`src/rtl/fetch_sequencer_pkg.sv`:
```
// Shared types and defaults for the instruction fetch sequencer.
// State encoding is fixed so that debug probes read the same values across builds.
package fetch_sequencer_pkg;

    localparam int DEF_ADDR_W  = 8;
    localparam int DEF_INSTR_W = 16;

    typedef enum logic [1:0] {
        ST_IDLE   = 2'd0,
        ST_FETCH  = 2'd1,
        ST_HALTED = 2'd2
    } state_t;

endpackage

```
`src/rtl/fetch_sequencer_out_reg.sv`:
```
// One-entry valid/ready slice holding the fetched instruction and its address.
// Priority: flush over load over accept.
module fetch_sequencer_out_reg
    import fetch_sequencer_pkg::*;
#(
    parameter int ADDR_W  = DEF_ADDR_W,
    parameter int INSTR_W = DEF_INSTR_W
) (
    input  logic               i_clk,
    input  logic               i_rst,
    input  logic               i_load,
    input  logic               i_accept,
    input  logic               i_flush,
    input  logic [INSTR_W-1:0] i_instr,
    input  logic [ADDR_W-1:0]  i_pc,
    output logic [INSTR_W-1:0] o_instr,
    output logic [ADDR_W-1:0]  o_pc,
    output logic               o_valid
);

    logic [INSTR_W-1:0] r_instr;
    logic [ADDR_W-1:0]  r_pc;
    logic               r_valid;

    always_ff @(posedge i_clk or posedge i_rst) begin
        if (i_rst) begin
            r_instr <= '0;
            r_pc    <= '0;
            r_valid <= 1'b0;
        end else if (i_flush) begin
            r_valid <= 1'b0;
        end else if (i_load) begin
            r_instr <= i_instr;
            r_pc    <= i_pc;
            r_valid <= 1'b1;
        end else if (i_accept) begin
            r_valid <= 1'b0;
        end
    end

    assign o_instr = r_instr;
    assign o_pc    = r_pc;
    assign o_valid = r_valid;

endmodule

```
`src/rtl/fetch_sequencer.sv`:
```
// Owns the PC and fetch FSM; drives IM address and feeds decode through the output slice.
//   state     | meaning
//   ST_IDLE   | after reset, waiting for start
//   ST_FETCH  | loading one word per cycle whenever the slice is free
//   ST_HALTED | halt word seen; waiting for start to resume at the next PC
module fetch_sequencer
    import fetch_sequencer_pkg::*;
#(
    parameter int                 ADDR_W    = DEF_ADDR_W,
    parameter int                 INSTR_W   = DEF_INSTR_W,
    parameter logic [ADDR_W-1:0]  RESET_PC  = '0,
    parameter logic [INSTR_W-1:0] HALT_WORD = '1
) (
    input  logic               i_clk,
    input  logic               i_rst,
    input  logic               i_start,
    output logic [ADDR_W-1:0]  o_im_addr,
    input  logic [INSTR_W-1:0] i_im_instr,
    output logic [INSTR_W-1:0] o_instr_out,
    output logic [ADDR_W-1:0]  o_instr_pc,
    output logic               o_instr_valid,
    input  logic               i_instr_ready,
    input  logic               i_branch_take,
    input  logic [ADDR_W-1:0]  i_branch_target,
    output logic               o_halted
);

    state_t             r_state;
    state_t             w_state_nxt;
    logic [ADDR_W-1:0]  r_pc;
    logic [ADDR_W-1:0]  w_pc_nxt;
    logic               w_load;
    logic               w_accept;
    logic               w_valid;

    always_ff @(posedge i_clk or posedge i_rst) begin
        if (i_rst) begin
            r_state <= ST_IDLE;
            r_pc    <= RESET_PC;
        end else begin
            r_state <= w_state_nxt;
            r_pc    <= w_pc_nxt;
        end
    end

    // Branch redirect wins over everything else, including start and halt detection.
    always_comb begin
        w_state_nxt = r_state;
        w_pc_nxt    = r_pc;
        w_load      = 1'b0;
        if (i_branch_take) begin
            w_state_nxt = ST_FETCH;
            w_pc_nxt    = i_branch_target;
        end else begin
            case (r_state)
                ST_IDLE: begin
                    if (i_start) w_state_nxt = ST_FETCH;
                end
                ST_FETCH: begin
                    if (!w_valid || i_instr_ready) begin
                        w_load   = 1'b1;
                        w_pc_nxt = r_pc + ADDR_W'(1);
                        if (i_im_instr == HALT_WORD) w_state_nxt = ST_HALTED;
                    end
                end
                ST_HALTED: begin
                    if (i_start) w_state_nxt = ST_FETCH;
                end
                default: w_state_nxt = ST_IDLE;
            endcase
        end
    end

    assign w_accept = w_valid && i_instr_ready;

    fetch_sequencer_out_reg #(
        .ADDR_W  (ADDR_W),
        .INSTR_W (INSTR_W)
    ) u_out_reg (
        .i_clk    (i_clk),
        .i_rst    (i_rst),
        .i_load   (w_load),
        .i_accept (w_accept),
        .i_flush  (i_branch_take),
        .i_instr  (i_im_instr),
        .i_pc     (r_pc),
        .o_instr  (o_instr_out),
        .o_pc     (o_instr_pc),
        .o_valid  (w_valid)
    );

    assign o_im_addr     = r_pc;
    assign o_instr_valid = w_valid;
    assign o_halted      = (r_state == ST_HALTED);

endmodule

```
`config.mk`:
```
export PLATFORM = sky130hd
export DESIGN_NAME = fetch_sequencer
export DESIGN_NICKNAME = d
export VERILOG_FILES = /design/src/rtl/fetch_sequencer_pkg.sv /design/src/rtl/fetch_sequencer_out_reg.sv /design/src/rtl/fetch_sequencer.sv
export SDC_FILE = /design/constraint.sdc
export NUM_CORES = 1
export LEC_CHECK = 0
export CORE_MARGIN = 3
export CORE_UTILIZATION = 41
export CTS_BUF_LIST = sky130_fd_sc_hd__clkbuf_8
export CTS_CLUSTER_DIAMETER = 100
export DETAILED_ROUTE_END_ITERATION = 10
export GPL_ROUTABILITY_DRIVEN = 0
export PLACE_DENSITY = 0.78
export RECOVER_POWER = 25
export SLEW_MARGIN = 40
export SYNTH_ARGS = -nofsm -noshare
export SYNTH_HDL_FRONTEND = slang
export SYNTH_HIERARCHICAL = 1
export SYNTH_SLANG_ARGS = --single-unit
```
`constraint.sdc`:
```
create_clock -name i_clk -period 1.9 [get_ports i_clk]
set_clock_uncertainty 0.2 [all_clocks]
set_input_delay 0.38 -clock i_clk [delete_from_list [all_inputs] [get_ports i_clk]]
set_output_delay 0.38 -clock i_clk [all_outputs]
set_load 0.05 [all_outputs]
```
Word level (Yosys, flattened, before mapping)
Index checks and enable logic that the tools add are counted.
- bitwise operators: 1
- add/subtract/negate cells: 1
- eq/ne operators: 6
- reduce and logical (&&, ||, !) cells: 11
- mux-type cells: 14
- operators by type and width (kind ; number):
    $mux 8 ; 3
    $eq 16x16->1 const B ; 1
    $add 8x1->8 const B ; 1
    $mux 2 ; 4
    $mux 1 ; 6
    $ne 3x3->1 const B ; 2
    $pmux 2 s2 ; 1
    $reduce_and 2->1 ; 2
    $reduce_bool 2->1 ; 2
    $ne 3x1->1 const B ; 1
    $reduce_and 3->1 ; 1
    $reduce_bool 3->1 ; 1
    $eq 2x1->1 const B ; 1
    $eq 2x2->1 const B ; 1
    $logic_not 2->1 ; 1
    $reduce_or 2->1 ; 1
    $logic_and 1x1->1 ; 1
    $logic_not 1->1 ; 1
    $logic_or 1x1->1 ; 1
    $not 1->1 ; 1
- input bits: 29
- logic and storage cells: 38
- register bits after elaboration: 35
- output and inout port bits: 34

Logic depth before layout (Yosys ltp)
Gate-level depths: netlist of the first run.
- word-level depth: 7
- mapped depth: 7
- mapped depth without buffers: 5

Hierarchy
The synthesis of the first run kept the hierarchy.
- by module, submodules not included (module ; seq. area each (um2) ; times used ; area an instance (um2) ; cells each):
    fetch_sequencer_out_reg ; 625.6 ; 1 ; 1054.8 ; 57
    fetch_sequencer ; 250.2 ; 1 ; 636.9 ; 70

Least setup slack after synthesis of the first run
No wires, ideal clock.
- kind: reg-to-reg
- start: register u_out_reg.r_valid, in the netlist u_out_reg/o_valid
- end: register u_out_reg.r_instr[0], in the netlist u_out_reg/o_instr[0]
- required time: 1.575 ns
- arrival: 1.801 ns
- setup time: 0.125 ns
- cell stages (with the launch flop): 7
- setup slack: -0.226 ns
- period minus slack after synthesis: 2.126 ns
- path buffers: 2
- cell sequence: dfrtp_1 > nor2b_1 > nor3_1 > nor2b_4 > buf_6 > buf_12 > mux2_4
- word-level cells in the longest chain between the ends: 6
- RTL lines (item ; RTL line ; RTL):
    from (decl) ; fetch_sequencer_out_reg.sv:23 ; logic r_valid;
    from (signal assigned) ; fetch_sequencer_out_reg.sv:29 ; r_valid <= 1'b0;
    from (signal assigned) ; fetch_sequencer_out_reg.sv:31 ; r_valid <= 1'b0;
    from (signal assigned) ; fetch_sequencer_out_reg.sv:35 ; r_valid <= 1'b1;
    $logic_not 1->1 ; fetch_sequencer.sv:60 ; if (!w_valid || i_instr_ready) begin
    $logic_or 1x1->1 ; fetch_sequencer.sv:60 ;
    $mux 1 ; fetch_sequencer.sv:60 ;
    $mux 1 ; fetch_sequencer.sv:55 ; case (r_state)
    $mux 1 ; fetch_sequencer.sv:51 ; if (i_branch_take) begin
    named net w_load ; fetch_sequencer.sv:32 ; logic w_load;
    $reduce_and 2->1 (no line) ; - ;
    to (signal assigned) ; fetch_sequencer_out_reg.sv:33 ; r_instr <= i_instr;
    to (decl) ; fetch_sequencer_out_reg.sv:21 ; logic [INSTR_W-1:0] r_instr;
The timed path passes the listed nets, and every way through them passes these cells.
A chain may end at the register's enable or synchronous reset.

Worst setup path in the final report of the first run
- start: register r_state[1]
- end: register u_out_reg.r_instr[4], in the netlist u_out_reg/o_instr[4]
- word-level cells in the longest chain between the ends: 4
- RTL lines (item ; RTL line ; RTL):
    from (decl) ; fetch_sequencer.sv:28 ; state_t r_state;
    from (signal assigned) ; fetch_sequencer.sv:41 ; r_state <= w_state_nxt;
    $eq 2x1->1 ; fetch_sequencer.sv:55 ;
    $mux 1 ; fetch_sequencer.sv:55 ;
    $mux 1 ; fetch_sequencer.sv:51 ;
    named net w_load ; fetch_sequencer.sv:32 ;
    $reduce_and 2->1 (no line) ; - ;
The timed path passes the listed nets, and every way through them passes these cells.

==> results of run 1 <==
## cell type report
cell class | count | area (um2) | area share, %
Clock inverter | 3 | 12.5 | 0.497
Multi-Input combinational cell | 83 | 761 | 30.2
Clock buffer | 5 | 68.8 | 2.73
Sequential cell | 35 | 877 | 34.9
Tap cell | 48 | 60.1 | 2.39
Timing Repair Buffer | 72 | 722 | 28.7
Inverter | 4 | 15.0 | 0.597
## metrics by stage
| stage | std cells | power (mW) | hold slack (ns) | TNS [ns] |
|---|---|---|---|---|
| floorplan | 127 | 1.69 | 0.0202 | 0 |
| global placement | 242 | 2.09 | 0.293 | -6.92 |
| detailed placement | 242 | 2.11 | 0.293 | -8.80 |
| CTS | 250 | 2.62 | 0.109 | 0 |
| global route | 250 | 2.70 | 0.261 | 0 |
| finish | 250 | 2.59 | 0.245 | 0 |
## layer usage
metal  vias up  routed length [um]  GRT usage (%)  share of wire [%]
li1        596                   -              -                  -
met1       614                1770           22.8                 42
met2        57                2110           30.9                 50
met3         6                 289           6.33                6.8
met4         0                  46           3.83                1.1
met5         -                   0              0                  0
## worst register-to-register path: stages, from the launching register on
cell and delay (ns):
dfrtp_1 0.41, nand2b_1 0.21, nor3_4 0.14, nor2b_4 0.21, buf_4 0.21, mux2_4 0.32
## cell families after synthesis
family          after synthesis  share of synthesized area, %
fa+ha+maj                     1                         0.740
flops                        35                          51.8
xor+xnor                      6                          3.11
buf+inv                       9                          4.36
compound gates               12                          4.22
mux                          25                          21.0
simple gates                 39                          14.8
## final timing paths
path / start / endpoint / slack [ns] / depth (start not counted)
worst max-delay path: r_state[1] / u_out_reg/o_instr[4] / 0.08 / 5
worst min-delay path: i_rst / u_out_reg/o_pc[4] / 0.24 / 2
worst max register to register: r_state[1] / u_out_reg/o_instr[4] / 0.08 / 5
worst min register to register: r_state[1] / r_state[1] / 0.31 / 1
max in group asynchronous: i_rst / u_out_reg/o_valid / 0.45 / 3
min in group i_clk: r_state[1] / r_state[1] / 0.31 / 1
## power breakdown
| group | internal (mW) | switching, mW | leakage (nW) |
|---|---|---|---|
| sequential | 0.874 | 0.101 | 0.414 |
| clock | 0.246 | 0.249 | 0.0505 |
| combinational | 0.459 | 0.660 | 0.684 |
## cells in the final DEF (no fill, tap or decap), types with 2 or more instances in the layout
master	Yosys	layout
and2_1	2	2
and4_1	2	2
buf_12	2	9
buf_4	0	34
clkbuf_8	0	5
clkdlybuf4s50_1	0	25
dfrtp_1	35	34
inv_1	4	6
mux2_2	4	4
mux2_4	20	20
nand2_1	9	9
nand2b_1	4	4
nand3_1	3	3
nand4_1	4	4
nor2b_4	1	2
nor3_1	3	2
o21ai_0	2	2
o21ai_1	6	6
o31a_1	3	3
xnor2_1	5	5
## flip-flops by register name, summed over array words and instances, names as in the netlist
register,count
o_im_addr,8
r_state,2
u_out_reg/o_instr,16
u_out_reg/o_pc,8
u_out_reg/o_valid,1
## repair_timing
item                                    CTS  global route
gates cloned                              0             0
gates resized for setup                   1             1
endpoints found under the setup margin   18            12
==> load_flow_metrics.sql, run 1 <==
INSERT INTO impl_metrics (metric_group, metric, value, unit) VALUES
('clock_tree', 'cts_max_level', '2', ''),
('detailed_routing', 'detail_route.wirelength', '4.23', 'mm'),
('power', 'static-leakage-power', '1.15', 'nW'),
('critical_path', 'cp.required', '1.86', 'ns'),
('clock_tree', 'tritoncts', 'done', ''),
('cells_and_area', 'design.final.nets', '231', ''),
('synth', 'synth.cells.most_frequent', 'dfrtp_1, mux2_4, nand2_1', ''),
('floorplanning', 'die_area', '4930', 'um2'),
('clock_tree', 'clkLatencyLatePin', '0.28', 'ns'),
('hold_path', 'min_path_type', 'input pin to asynchronous set/reset pin', ''),
('critical_path', 'cp_slowest_stage_delay', '0.41', 'ns'),
('global_routing', 'global_route.overflow_total', '0', ''),
('critical_path', 'kind_of_cell_with_the_highest_combined_delay_on_the_critical_path', 'simple AND/OR/NAND/NOR gates', ''),
('synth', 'post_synth_instance_area', '1690', 'um2'),
('sta', 'report.final.hold_viol_count', '0', ''),
('placement', 'dpl-instance-area', '2440', 'um2'),
('critical_path', 'ordered_cell_list_for_the_critical_path', 'nand2b_1, nor3_4, nor2b_4, buf_4, mux2_4', ''),
('sta', 'timing.fmax', '0.551', 'GHz'),
('sta', 'worst_pin_slew', '0.587', 'ns'),
('cells_and_area', 'share_of_post_route_cells_with_drive_strength_above_1', '40.6', '%'),
('synth', 'postSynthNetCount', '157', ''),
('clock_tree', 'post-cts-setup-buffer-count', '0', ''),
('critical_path', 'crit_arrival', '1.78', 'ns'),
('floorplanning', 'core_region_area', '3830', 'um2'),
('critical_path', 'critical-path-slowest-cell', 'dfrtp_1', ''),
('synth', 'synth-main-ff-cell', 'dfrtp_1', ''),
('detailed_routing', 'number_of_vias_per_cell', '5.09', ''),
('sta', 'slew_viol_final', '0', ''),
('floorplanning', 'die_y', '70.2', 'um'),
('placement', 'detailedPlacementHpwl', '3.25', 'mm'),
('critical_path', 'worst-path-buf-inv', '1', ''),
('placement', 'io_buffers', '62', ''),
('sta', 'finalWorstSetupSlack', '0.0837', 'ns'),
('synth', 'synthArstFlopShare', '100', '%'),
('detailed_routing', 'detail_route.wl_per_cell', '16.9', 'um'),
('clock_tree', 'clock_path_buffers', '2', ''),
('synth', 'post_synthesis_sequential_area_ratio', '51.8', '%'),
('clock_tree', 'cts.reportedPaths.clkPinSlew', '0.07', 'ns'),
('cells_and_area', 'fill_cells', '295', ''),
('power', 'power_per_cell_area', '1030', 'nW/um2'),
('synth', 'synth-seq-cells', '35', ''),
('placement', 'dp_worst_setup_slack', '-0.341', 'ns'),
('power', 'max-vdd-ir-drop', '0.478', 'mV'),
('clock_tree', 'cts.sinks', '35', ''),
('sta', 'finalWorstPathRequiredPeriod', '1.82', 'ns'),
('critical_path', 'timing.critical_path.fanout_max', '7', ''),
('synth', 'post_synth_main_area_contributors', 'dfrtp_1, mux2_4, mux2_2, xnor2_1, buf_12', ''),
('floorplanning', 'num_rows', '22', ''),
('synth', 'post-synth-top-count-cell', 'dfrtp_1', ''),
('sta', 'rsz0062_at_grt', 'no', ''),
('global_routing', 'grt_pass1_wl', '7.17', 'mm'),
('detailed_routing', 'drt-initial-drc-count', '49', ''),
('global_routing', 'first_global_vias', '1413', ''),
('cells_and_area', 'fin_util', '65.8', '%'),
('detailed_routing', 'detail_route.drc_violations', '0', ''),
('clock_tree', 'hold_buffers', '0', ''),
('detailed_routing', 'route.antenna.remaining_nets', '0', ''),
('cells_and_area', 'diodes', '0', ''),
('synth', 'synthesis.instances', '127', ''),
('global_routing', 'largest_net_degree_at_the_start_of_global_routing', '23', ''),
('global_routing', 'grt_util_overall', '18.4', '%'),
('synth', 'synthDominantCellAreaShare', '51.8', '%'),
('outcome', 'outcome', 'complete, no violations', ''),
('floorplanning', 'dieWidth', '70.2', 'um'),
('critical_path', 'crit_path_end_kind', 'flop', ''),
('floorplanning', 'design.portCount', '63', ''),
('run', 'cap_viol_max_count', '0', ''),
('floorplanning', 'start_util', '44.2', '%'),
('synth', 'number_of_enable_type_register_cells_in_the_synthesized_netlist', '0', ''),
('synth', 'ys_types', '33', ''),
('critical_path', 'cp-start-kind', 'flop', '');
Power figures use the tool's default switching activity.
==> inputs of run 2 (changes only) <==
Settings changed: PLACE_DENSITY 0.78 to 0.84.
==> load_flow_metrics.sql, run 2 (synthesized netlist as in run 1, its figures left out) <==
INSERT INTO impl_metrics (metric_group, metric, value, unit) VALUES
('outcome', 'outcome', 'complete, no violations', ''),
('critical_path', 'reg2reg_slack', '0.08', 'ns'),
('critical_path', 'cp-start-kind', 'flop', ''),
('floorplanning', 'core_region_area', '3830', 'um2'),
('critical_path', 'criticalPathCategory', 'flop to flop', ''),
('hold_path', 'holdCritStartpoint', 'i_branch_take', ''),
('critical_path', 'r2r_start', 'r_state[1]', ''),
('hold_path', 'whs_path_depth', '4', ''),
('cells_and_area', 'final_common_cell', 'dfrtp_1', ''),
('floorplanning', 'start_util', '44.2', '%'),
('critical_path', 'crit_arrival', '1.79', 'ns'),
('global_routing', 'global_route.overflow_total', '0', ''),
('power', 'swShare', '37.4', '%'),
('placement', 'dpl-instance-area', '2470', 'um2'),
('sta', 'worst_pin_slew', '0.403', 'ns'),
('placement', 'detailedPlacementHpwl', '3.28', 'mm'),
('detailed_routing', 'met3_wirelength', '226', 'um'),
('clock_tree', 'cts.reportedPaths.clkPinSlew', '0.07', 'ns'),
('sta', 'timing.fmax', '0.548', 'GHz'),
('cells_and_area', 'syn_to_final_growth', '52.1', '%'),
('detailed_routing', 'detail_route.wirelength', '4.09', 'mm'),
('floorplanning', 'num_rows', '22', ''),
('critical_path', 'timing.critical_path.fanout_max', '15', ''),
('clock_tree', 'cts_max_level', '2', ''),
('detailed_routing', 'detail_route.wl_per_cell', '16.4', 'um'),
('detailed_routing', 'route.vias.total', '1239', ''),
('sta', 'slew_viol_final', '0', ''),
('sta', 'setup_total_negative_slack', '0', 'ns'),
('power', 'static-leakage-power', '1.16', 'nW'),
('detailed_routing', 'highest-signal-layer', 'met4', ''),
('run', 'cap_viol_max_count', '0', ''),
('cells_and_area', 'design.final.nets', '231', ''),
('clock_tree', 'cts.sinks', '35', ''),
('power', 'p_total', '2.76', 'mW'),
('cells_and_area', 'finish.instance_area', '2570', 'um2'),
('power', 'intPower', '1.73', 'mW'),
('hold_path', 'min_path_type', 'input pin to flop', ''),
('critical_path', 'cp_slowest_stage_delay', '0.41', 'ns'),
('floorplanning', 'die_area', '4930', 'um2'),
('critical_path', 'crit_path_end_kind', 'flop', ''),
('clock_tree', 'clock_path_buffers', '2', ''),
('power', 'power.combinational.fraction', '40.6', '%'),
('clock_tree', 'clkLatencyLatePin', '0.28', 'ns'),
('cells_and_area', 'layout_common_cells', 'dfrtp_1, buf_4, clkdlybuf4s50_1, mux2_4, buf_12', ''),
('global_routing', 'first_global_vias', '1418', ''),
('critical_path', 'reg2regPathDepth', '5', ''),
('detailed_routing', 'drt_pre_antenna_iters', '2', ''),
('power', 'power_frac_clock', '24.0', '%'),
('power', 'pwr-share-seq', '35.4', '%'),
('sta', 'whs', '0.288', 'ns'),
('critical_path', 'ordered_cell_list_for_the_critical_path', 'nand2b_1, nor3_4, nor2b_4, buf_12, mux2_4', ''),
('critical_path', 'crit-reg2reg-capture', 'u_out_reg/o_instr[12]', ''),
('sta', 'setup_viol', '0', ''),
('detailed_routing', 'wl_met2', '2.03', 'mm'),
('sta', 'relSlewSlack', '73.1', '%'),
('cells_and_area', 'share_of_post_route_cells_with_drive_strength_above_1', '41.6', '%'),
('global_routing', 'antenna_found_initial', '0', ''),
('floorplanning', 'design.portCount', '63', ''),
('floorplanning', 'dieWidth', '70.2', 'um'),
('critical_path', 'critical-path-slowest-cell', 'dfrtp_1', ''),
('placement', 'io_buffers', '62', ''),
('detailed_routing', 'route.antenna.remaining_nets', '0', ''),
('detailed_routing', 'drt-initial-drc-count', '39', ''),
('sta', 'finalWorstPathRequiredPeriod', '1.82', 'ns'),
('critical_path', 'cp.required', '1.86', 'ns'),
('floorplanning', 'die_y', '70.2', 'um'),
('power', 'power_per_cell_area', '1070', 'nW/um2'),
('global_routing', 'largest_net_degree_at_the_start_of_global_routing', '21', ''),
('sta', 'post-route-period-util', '96.0', '%'),
('clock_tree', 'cts_made_buffers', '5', ''),
('cells_and_area', 'fill_cells', '289', ''),
('global_routing', 'grt_pass1_wl', '6.90', 'mm'),
('detailed_routing', 'met1_length', '1.77', 'mm'),
('power', 'max-vdd-ir-drop', '0.672', 'mV'),
('cells_and_area', 'largest_register_ff_count', '16', ''),
('detailed_routing', 'number_of_vias_per_cell', '4.96', ''),
('hold_path', 'worst_hold_path.endpoint', 'u_out_reg/o_valid', ''),
('global_routing', 'grt_util_overall', '17.6', '%'),
('sta', 'report.final.hold_viol_count', '0', ''),
('power', 'power_switching', '1.03', 'mW'),
('sta', 'rsz0062_at_grt', 'no', ''),
('clock_tree', 'hold_buffers', '0', ''),
('clock_tree', 'tritoncts', 'done', ''),
('detailed_routing', 'detail_route.drc_violations', '0', ''),
('cells_and_area', 'diodes', '0', ''),
('clock_tree', 'ctsRootBufferMaster', 'clkbuf_8', '');
run 2: changes by cell type in the layout (fill, tap and decap cells not counted), sizes merged:
cell / change
inv: -2
bufinv: +1
clkinv: +1
run 2: what timing repair did:
action	in CTS	in global routing
setup endpoints to repair	23	19
resized for setup	1	1
buffers inserted	0	0
run 2: critical path: cells and delay by family, from the launching register on:
family | cells | cell delay [ns]
multiplexers | 1 | 0.31
AND/OR/NAND/NOR | 3 | 0.60
flip-flops | 1 | 0.41
buffers and inverters | 1 | 0.19
run 2: area by class of cell:
cell class,count,area [um2],share of cell area (%)
repair buffers,72,747,29.0
clock buffers,5,68.8,2.68
well taps,48,60.1,2.33
clock inverters,3,43.8,1.70
multi-input cells,83,761,29.6
inverters,4,15.0,0.584
flip-flops and latches,35,877,34.1
run 2: layer usage:
metal / up-vias / track usage (%)
met5: - / 0
met4: 0 / 5.32
met3: 7 / 4.75
met2: 42 / 29.3
met1: 594 / 22.3
li1: 596 / -
run 2: power by group through the flow:
stage | clock network, mW | logic (mW) | registers, mW
global placement | 0 | 1.12 | 0.985
CTS | 0.675 | 1.13 | 0.980
global route | 0.704 | 1.17 | 0.997
finish | 0.663 | 1.12 | 0.979
floorplan | 0 | 0.267 | 1.42
detailed placement | 0 | 1.13 | 0.989
run 2: how the worst max path moves through the flow:
stage,end,from,slack (ns)
after floorplan,u_out_reg/o_instr[0],u_out_reg/o_valid,0.01
after global placement,u_out_reg/o_instr[12],i_instr_ready,-0.26
after detailed placement,u_out_reg/o_instr[12],i_instr_ready,-0.34
after CTS,u_out_reg/o_instr[12],i_branch_take,0.03
after global routing,u_out_reg/o_instr[14],r_state[1],0.009
final,u_out_reg/o_instr[12],r_state[1],0.08
run 2: metrics by stage:
stage | instances | util [%] | setup slack (ns)
2_1_floorplan | 127 | - | 0.0102
3_3_place_gp | 242 | 64.7 | -0.261
3_5_place_dp | 242 | 64.7 | -0.337
4_1_cts | 250 | 67.6 | 0.0282
5_1_grt | 250 | 67.2 | 0.00918
6_report | 250 | 67.2 | 0.0758
